==> src/rtl/load_store_unit.sv <==
// load_store_unit: RV32 load/store sequencer to byte-lane word memory; splits word-crossing accesses, returns one registered response
module load_store_unit #(
  parameter int DM_ADDRESS = 9,
  parameter int DATA_W = 32
) (
  input  logic                  clk,
  input  logic                  reset_n,
  input  logic                  req_valid,
  output logic                  req_ready,
  input  logic                  req_we,
  input  logic [2:0]            req_funct3,
  input  logic [DATA_W-1:0]     req_addr,
  input  logic [DATA_W-1:0]     req_wdata,
  output logic                  resp_valid,
  output logic [DATA_W-1:0]     resp_rdata,
  output logic                  resp_err,
  output logic [DM_ADDRESS-1:0] mem_addr,
  output logic                  mem_rd,
  output logic [3:0]            mem_wr,
  output logic [DATA_W-1:0]     mem_wdata,
  input  logic [DATA_W-1:0]     mem_rdata
);
  typedef enum logic [2:0] {IDLE, ACC0, ACC1, CAP, RESP} state_t;
  state_t state, nxt;
  logic we, split;
  logic [2:0] f3;
  logic [1:0] off;
  logic [DM_ADDRESS-1:0] w0;
  logic [7:0] mask;
  logic [2*DATA_W-1:0] wd;
  logic [DATA_W-1:0] buf0, buf1, ld;
  logic [2*DATA_W-1:0] sh;
  logic [1:0] roff;
  logic [2:0] rsize;
  logic rsplit, legal, bad;
  logic [7:0] rmask;
  logic [2*DATA_W-1:0] rwd;
  logic unused_hi;
  assign unused_hi = ^req_addr[DATA_W-1:DM_ADDRESS];
  assign roff = req_addr[1:0];
  assign rsize = req_funct3[1] ? 3'd4 : req_funct3[0] ? 3'd2 : 3'd1;
  assign rsplit = ({1'b0, roff} + rsize) > 3'd4;
  assign legal = req_funct3[1:0] != 2'b11 && !(req_funct3[2] && (req_we || req_funct3[1]));
  assign bad = !legal || (rsplit && &req_addr[DM_ADDRESS-1:2]);
  assign rmask = ((8'd1 << rsize) - 8'd1) << roff;
  assign rwd = {{DATA_W{1'b0}}, req_wdata} << {roff, 3'b000};
  assign sh = {buf1, buf0} >> {off, 3'b000};
  assign ld = f3[1] ? sh[DATA_W-1:0] :
              f3[0] ? {{16{~f3[2] & sh[15]}}, sh[15:0]} :
                      {{24{~f3[2] & sh[7]}}, sh[7:0]};
  always_comb begin
    nxt = state;
    req_ready = 1'b0;
    mem_rd = 1'b0;
    mem_wr = 4'b0000;
    mem_addr = '0;
    mem_wdata = '0;
    case (state)
      IDLE: begin
        req_ready = 1'b1;
        nxt = (req_valid && !bad) ? ACC0 : IDLE;
      end
      ACC0: begin
        mem_addr = w0;
        mem_rd = !we;
        mem_wr = we ? mask[3:0] : 4'b0000;
        mem_wdata = we ? wd[DATA_W-1:0] : '0;
        nxt = split ? ACC1 : CAP;
      end
      ACC1: begin
        mem_addr = w0 + DM_ADDRESS'(4);
        mem_rd = !we;
        mem_wr = we ? mask[7:4] : 4'b0000;
        mem_wdata = we ? wd[2*DATA_W-1:DATA_W] : '0;
        nxt = CAP;
      end
      CAP: nxt = RESP;
      RESP: nxt = IDLE;
      default: nxt = IDLE;
    endcase
  end
  always_ff @(posedge clk or negedge reset_n) begin
    if (!reset_n) begin
      state <= IDLE;
      we <= 1'b0;
      split <= 1'b0;
      f3 <= '0;
      off <= '0;
      w0 <= '0;
      mask <= '0;
      wd <= '0;
      buf0 <= '0;
      buf1 <= '0;
      resp_valid <= 1'b0;
      resp_err <= 1'b0;
      resp_rdata <= '0;
    end else begin
      state <= nxt;
      resp_valid <= 1'b0;
      resp_err <= 1'b0;
      resp_rdata <= '0;
      if (state == IDLE && req_valid) begin
        if (bad) begin
          resp_valid <= 1'b1;
          resp_err <= 1'b1;
        end else begin
          we <= req_we;
          f3 <= req_funct3;
          off <= roff;
          split <= rsplit;
          w0 <= {req_addr[DM_ADDRESS-1:2], 2'b00};
          mask <= rmask;
          wd <= rwd;
          buf1 <= '0;
        end
      end
      if (state == ACC1 && !we) buf0 <= mem_rdata;
      if (state == CAP && !we) begin
        if (split) buf1 <= mem_rdata;
        else buf0 <= mem_rdata;
      end
      if (state == RESP) begin
        resp_valid <= 1'b1;
        resp_rdata <= we ? '0 : ld;
      end
    end
  end
endmodule

==> config.mk <==
export PLATFORM = sky130hd
export DESIGN_NAME = load_store_unit
export DESIGN_NICKNAME = d
export VERILOG_FILES = /design/src/rtl/load_store_unit.sv
export SDC_FILE = /design/constraint.sdc
export NUM_CORES = 1
export LEC_CHECK = 0
export ABC_AREA = 1
export CORE_AREA = 2 2 122 148
export CTS_BUF_LIST = sky130_fd_sc_hd__clkbuf_2 sky130_fd_sc_hd__clkbuf_4 sky130_fd_sc_hd__clkbuf_8
export CTS_CLUSTER_DIAMETER = 100
export CTS_CLUSTER_SIZE = 14
export DETAILED_ROUTE_END_ITERATION = 6
export DIE_AREA = 0 0 124 150
export GPL_TIMING_DRIVEN = 0
export PLACE_DENSITY = 0.86
export SETUP_SLACK_MARGIN = 0.1
export SLEW_MARGIN = 20
export SYNTH_ARGS = -nofsm -noshare
export SYNTH_HDL_FRONTEND = slang
export SYNTH_SLANG_ARGS = --single-unit
==> constraint.sdc <==
create_clock -name clk -period 4.63 [get_ports clk]
set_input_delay 0.926 -clock clk [delete_from_list [all_inputs] [get_ports clk]]
set_output_delay 0.926 -clock clk [all_outputs]
set_load 0.05 [all_outputs]
==> metrics.yaml, run 1 <==
clock_tree:
  ctsHoldBuffers: 0
  htree_num_levels: 4
  postCtsSetupRepairBufs: 0
  ctsResizeCount: 0
  cts_sinks: 171
  clkSlewWorstSetupHoldPaths_ns: 0.10
  clock_latency_ns: 0.47
  cts-buffers-inserted: 17
  clk_path_buf_depth: 2
  cts_tree: "built"
  root_buffer: "clkbuf_8"
power:
  swShare_pct: 49.4
  leakagePower_uw: 0.00585
  pwr-share-clk_pct: 16.2
  power_frac_comb_pct: 48.7
  p_seq_share_pct: 35.1
  p_int_uw: 3420
  power.net_switching_uw: 3340
  powerDensity_mw_per_mm2: 586
  finalPower_uw: 6770
  ir_drop_uv: 281
yosys:
  synth_cell_types: 34
  yosysMostFrequentCell: "nand2_1"
  avgSynthCellArea_um2: 7.16
  synth-edff-count: 0
  ys_top_cells_by_count: "nand2_1, dfrtp_1, inv_1"
  netlist_instances: 1292
  yosysTopAreaCellShare_pct: 46.2
  yosys_warnings: 0
  synth_area_mm2: 0.00926
  ys_top_cells_by_area: "dfrtp_1, nand2_1, nand4_1"
  synth_seq_cells: 171
  ys_async_sr_fraction_pct: 100
  synth_largest_area_cell: "dfrtp_1"
  ys_seq_area_share_pct: 46.2
  ys.flop_type: "dfrtp_1"
sta:
  fin_crit_sh_pct: 90.2
  fin_crit_ns: 4.18
  maxSlewViolCount: 0
  worst_pin_slew_ns: 0.753
  finalHoldViolations: 0
  finalSetupViolations: 0
  clock.fmax_ghz: 0.239
  fin_skew_ns: 0.0178
  grt_setup_unrepaired: "false"
  slew_headroom_pct: 49.8
  fin_ws_ns: 0.451
detailed_routing:
  detail_route.wl_per_cell_um: 20.6
  vias: 9858
  drt_first_pass_iters: 6
  drt_iter0_markers: 1186
  route.detailed.drc: 0
  avgViaCountPerCell: 5.79
  drt-total-wl_um: 35000
  route.antenna.remaining_nets: 0
setup_path:
  worstSetupPathType: "register to output pin"
  reg2reg_to: "wd[16]"
  r2r_setup_slack_ns: 2.48
  cp.required_ns: 3.70
  cp_cell_sequence: "nor3_2 > clkbuf_1 > nand3_1 > nand2_1 > clkdlybuf4s50_1"
  reg2reg_depth: 6
  crit_buf_inv: 2
  worstReg2RegStart: "state[2]"
  crit_arrival_ns: 3.25
  critPathMaxFanout: 10
  crit_family: "buffers and inverters"
  crit_path_end_kind: "output pin"
  cp-start-kind: "register"
  crit_slowest_cell: "clkdlybuf4s50_1"
  cpPeakStageDelay_ns: 0.83
global_route:
  grt_max_degree: 101
  gr-total-overflow: 0
  antenna_found_initial: 0
  grt_pass1_vias: 9611
  track_usage_pct: 39.1
  grt_pass1_wl_um: 53200
finish:
  final_nets: 1576
  final_area_mm2: 0.0115
  syn_to_final_growth_pct: 24.6
  drive_above_1_share_pct: 6.21
  antenna_cells: 0
flow_run:
  cap_violations: 0
outcome:
  outcome: "finished clean"
floorplanning:
  fp.dieW_um: 124
  core_mm2: 0.0172
  die_h_um: 150
  initial_core_util_pct: 53.7
  ios: 184
  rows: 53
  die_area_mm2: 0.0186
placement:
  place_hpwl_um: 26600
  dpl_worst_slack_ns: 0.444
  portBuffers: 157
  placedInstanceArea_mm2: 0.0111
  gp_congestion: 1.03
hold_path:
  hold_path_class: "input port to asynchronous set/reset pin"
==> per-stage QoR <==
step / util, % / std cells / setup TNS [ns] / hold WS [ns]
final: 66.9 / 1702 / 0 / 0.386
after detailed placement: 64.6 / 1671 / 0 / 0.459
after global routing: 66.9 / 1702 / 0 / 0.439
after CTS: 66.9 / 1702 / 0 / 0.422
after floorplan: - / 1293 / 0 / 0.437
after global placement: 64.4 / 1670 / -698.63 / 0.454
==> layout make-up <==
class,count,area [um2]
buffer,96,433
clock buffer,18,248
clock inverter,13,150
fill,1531,5700
inverter,104,390
multi-input combinational,922,4160
sequential,171,4280
tap,220,275
timing repair buffer,158,1600
==> placed cells by master (no fill, tap or decap), drive strengths merged, types with 55 or more instances in the layout <==
cell and instances:
clkdlybuf4s50 156, nand4 78, inv 111, nand3 96
dfrtp 171, o21ai 99, clkbuf 62, nand2 493
nor2 55, a21oi 55
==> sequential cells by signal, indices dropped and copies added (netlist names) <==
name,cells
wd,56
buf0,32
resp_rdata,32
buf1,24
mask,8
w0,7
f3,3
state,3
off,2
resp_err,1
resp_valid,1
split,1
we,1
==> layer usage <==
layer | part of all wire [%] | GRT usage [%] | routed length [um] | vias up
met5 | 0 | 0 | 0 | -
met4 | 7.7 | 26.1 | 2690 | 0
met3 | 6.4 | 7.05 | 2250 | 148
met2 | 50 | 66.8 | 17400 | 506
met1 | 36 | 44.0 | 12700 | 4654
li1 | - | - | - | 4550
==> cell families (layout without fill, tap and decap cells) <==
| group | after synthesis | in the layout | share of synthesized area, % |
|---|---|---|---|
| AOI/OAI and AO/OA | 173 | 173 | 9.95 |
| xor gates and xnor gates | 1 | 1 | 0.0946 |
| adders and majority gates | 3 | 3 | 0.406 |
| buffers and inverters | 200 | 389 | 8.89 |
| DFF | 171 | 171 | 46.2 |
| other | 1 | 2 | 0.0405 |
| and+or+nand+nor | 743 | 743 | 34.4 |
==> power by group through the flow <==
stage / Clock [uW] / Combinational [uW] / Sequential [uW]
floorplan: 0 / 1990 / 2390
CTS: 1090 / 3230 / 2360
finish: 1090 / 3300 / 2380
global route: 1150 / 3570 / 2420
global placement: 0 / 3150 / 2370
detailed placement: 0 / 3220 / 2380
==> worst max-delay path by stage <==
stage	slack, ns	depth (start not counted)	start	to
after floorplan	1.68	7	w0[2]	mem_addr[8]
after global placement	-4.11	1	reset_n	wd[27]
final	0.45	5	state[2]	mem_wr[0]
after global routing	0.40	5	state[2]	mem_wdata[2]
after CTS	0.50	5	state[2]	mem_wdata[2]
after detailed placement	0.44	10	req_addr[1]	wd[16]
Note: power is estimated with default switching activity, not from simulation.
==> run 2: changes to the inputs <==
--- a/config.mk
+++ b/config.mk
@@ -9,10 +9,11 @@
 export CORE_AREA = 2 2 122 148
 export CTS_BUF_LIST = sky130_fd_sc_hd__clkbuf_2 sky130_fd_sc_hd__clkbuf_4 sky130_fd_sc_hd__clkbuf_8
 export CTS_CLUSTER_DIAMETER = 100
-export CTS_CLUSTER_SIZE = 14
+export CTS_CLUSTER_SIZE = 12
 export DETAILED_ROUTE_END_ITERATION = 6
 export DIE_AREA = 0 0 124 150
 export GPL_TIMING_DRIVEN = 0
+export HOLD_SLACK_MARGIN = 0.03
 export PLACE_DENSITY = 0.86
 export SETUP_SLACK_MARGIN = 0.1
 export SLEW_MARGIN = 20
==> results of run 2 <==
Final layout, timing and power as in run 1 (identical DEF).
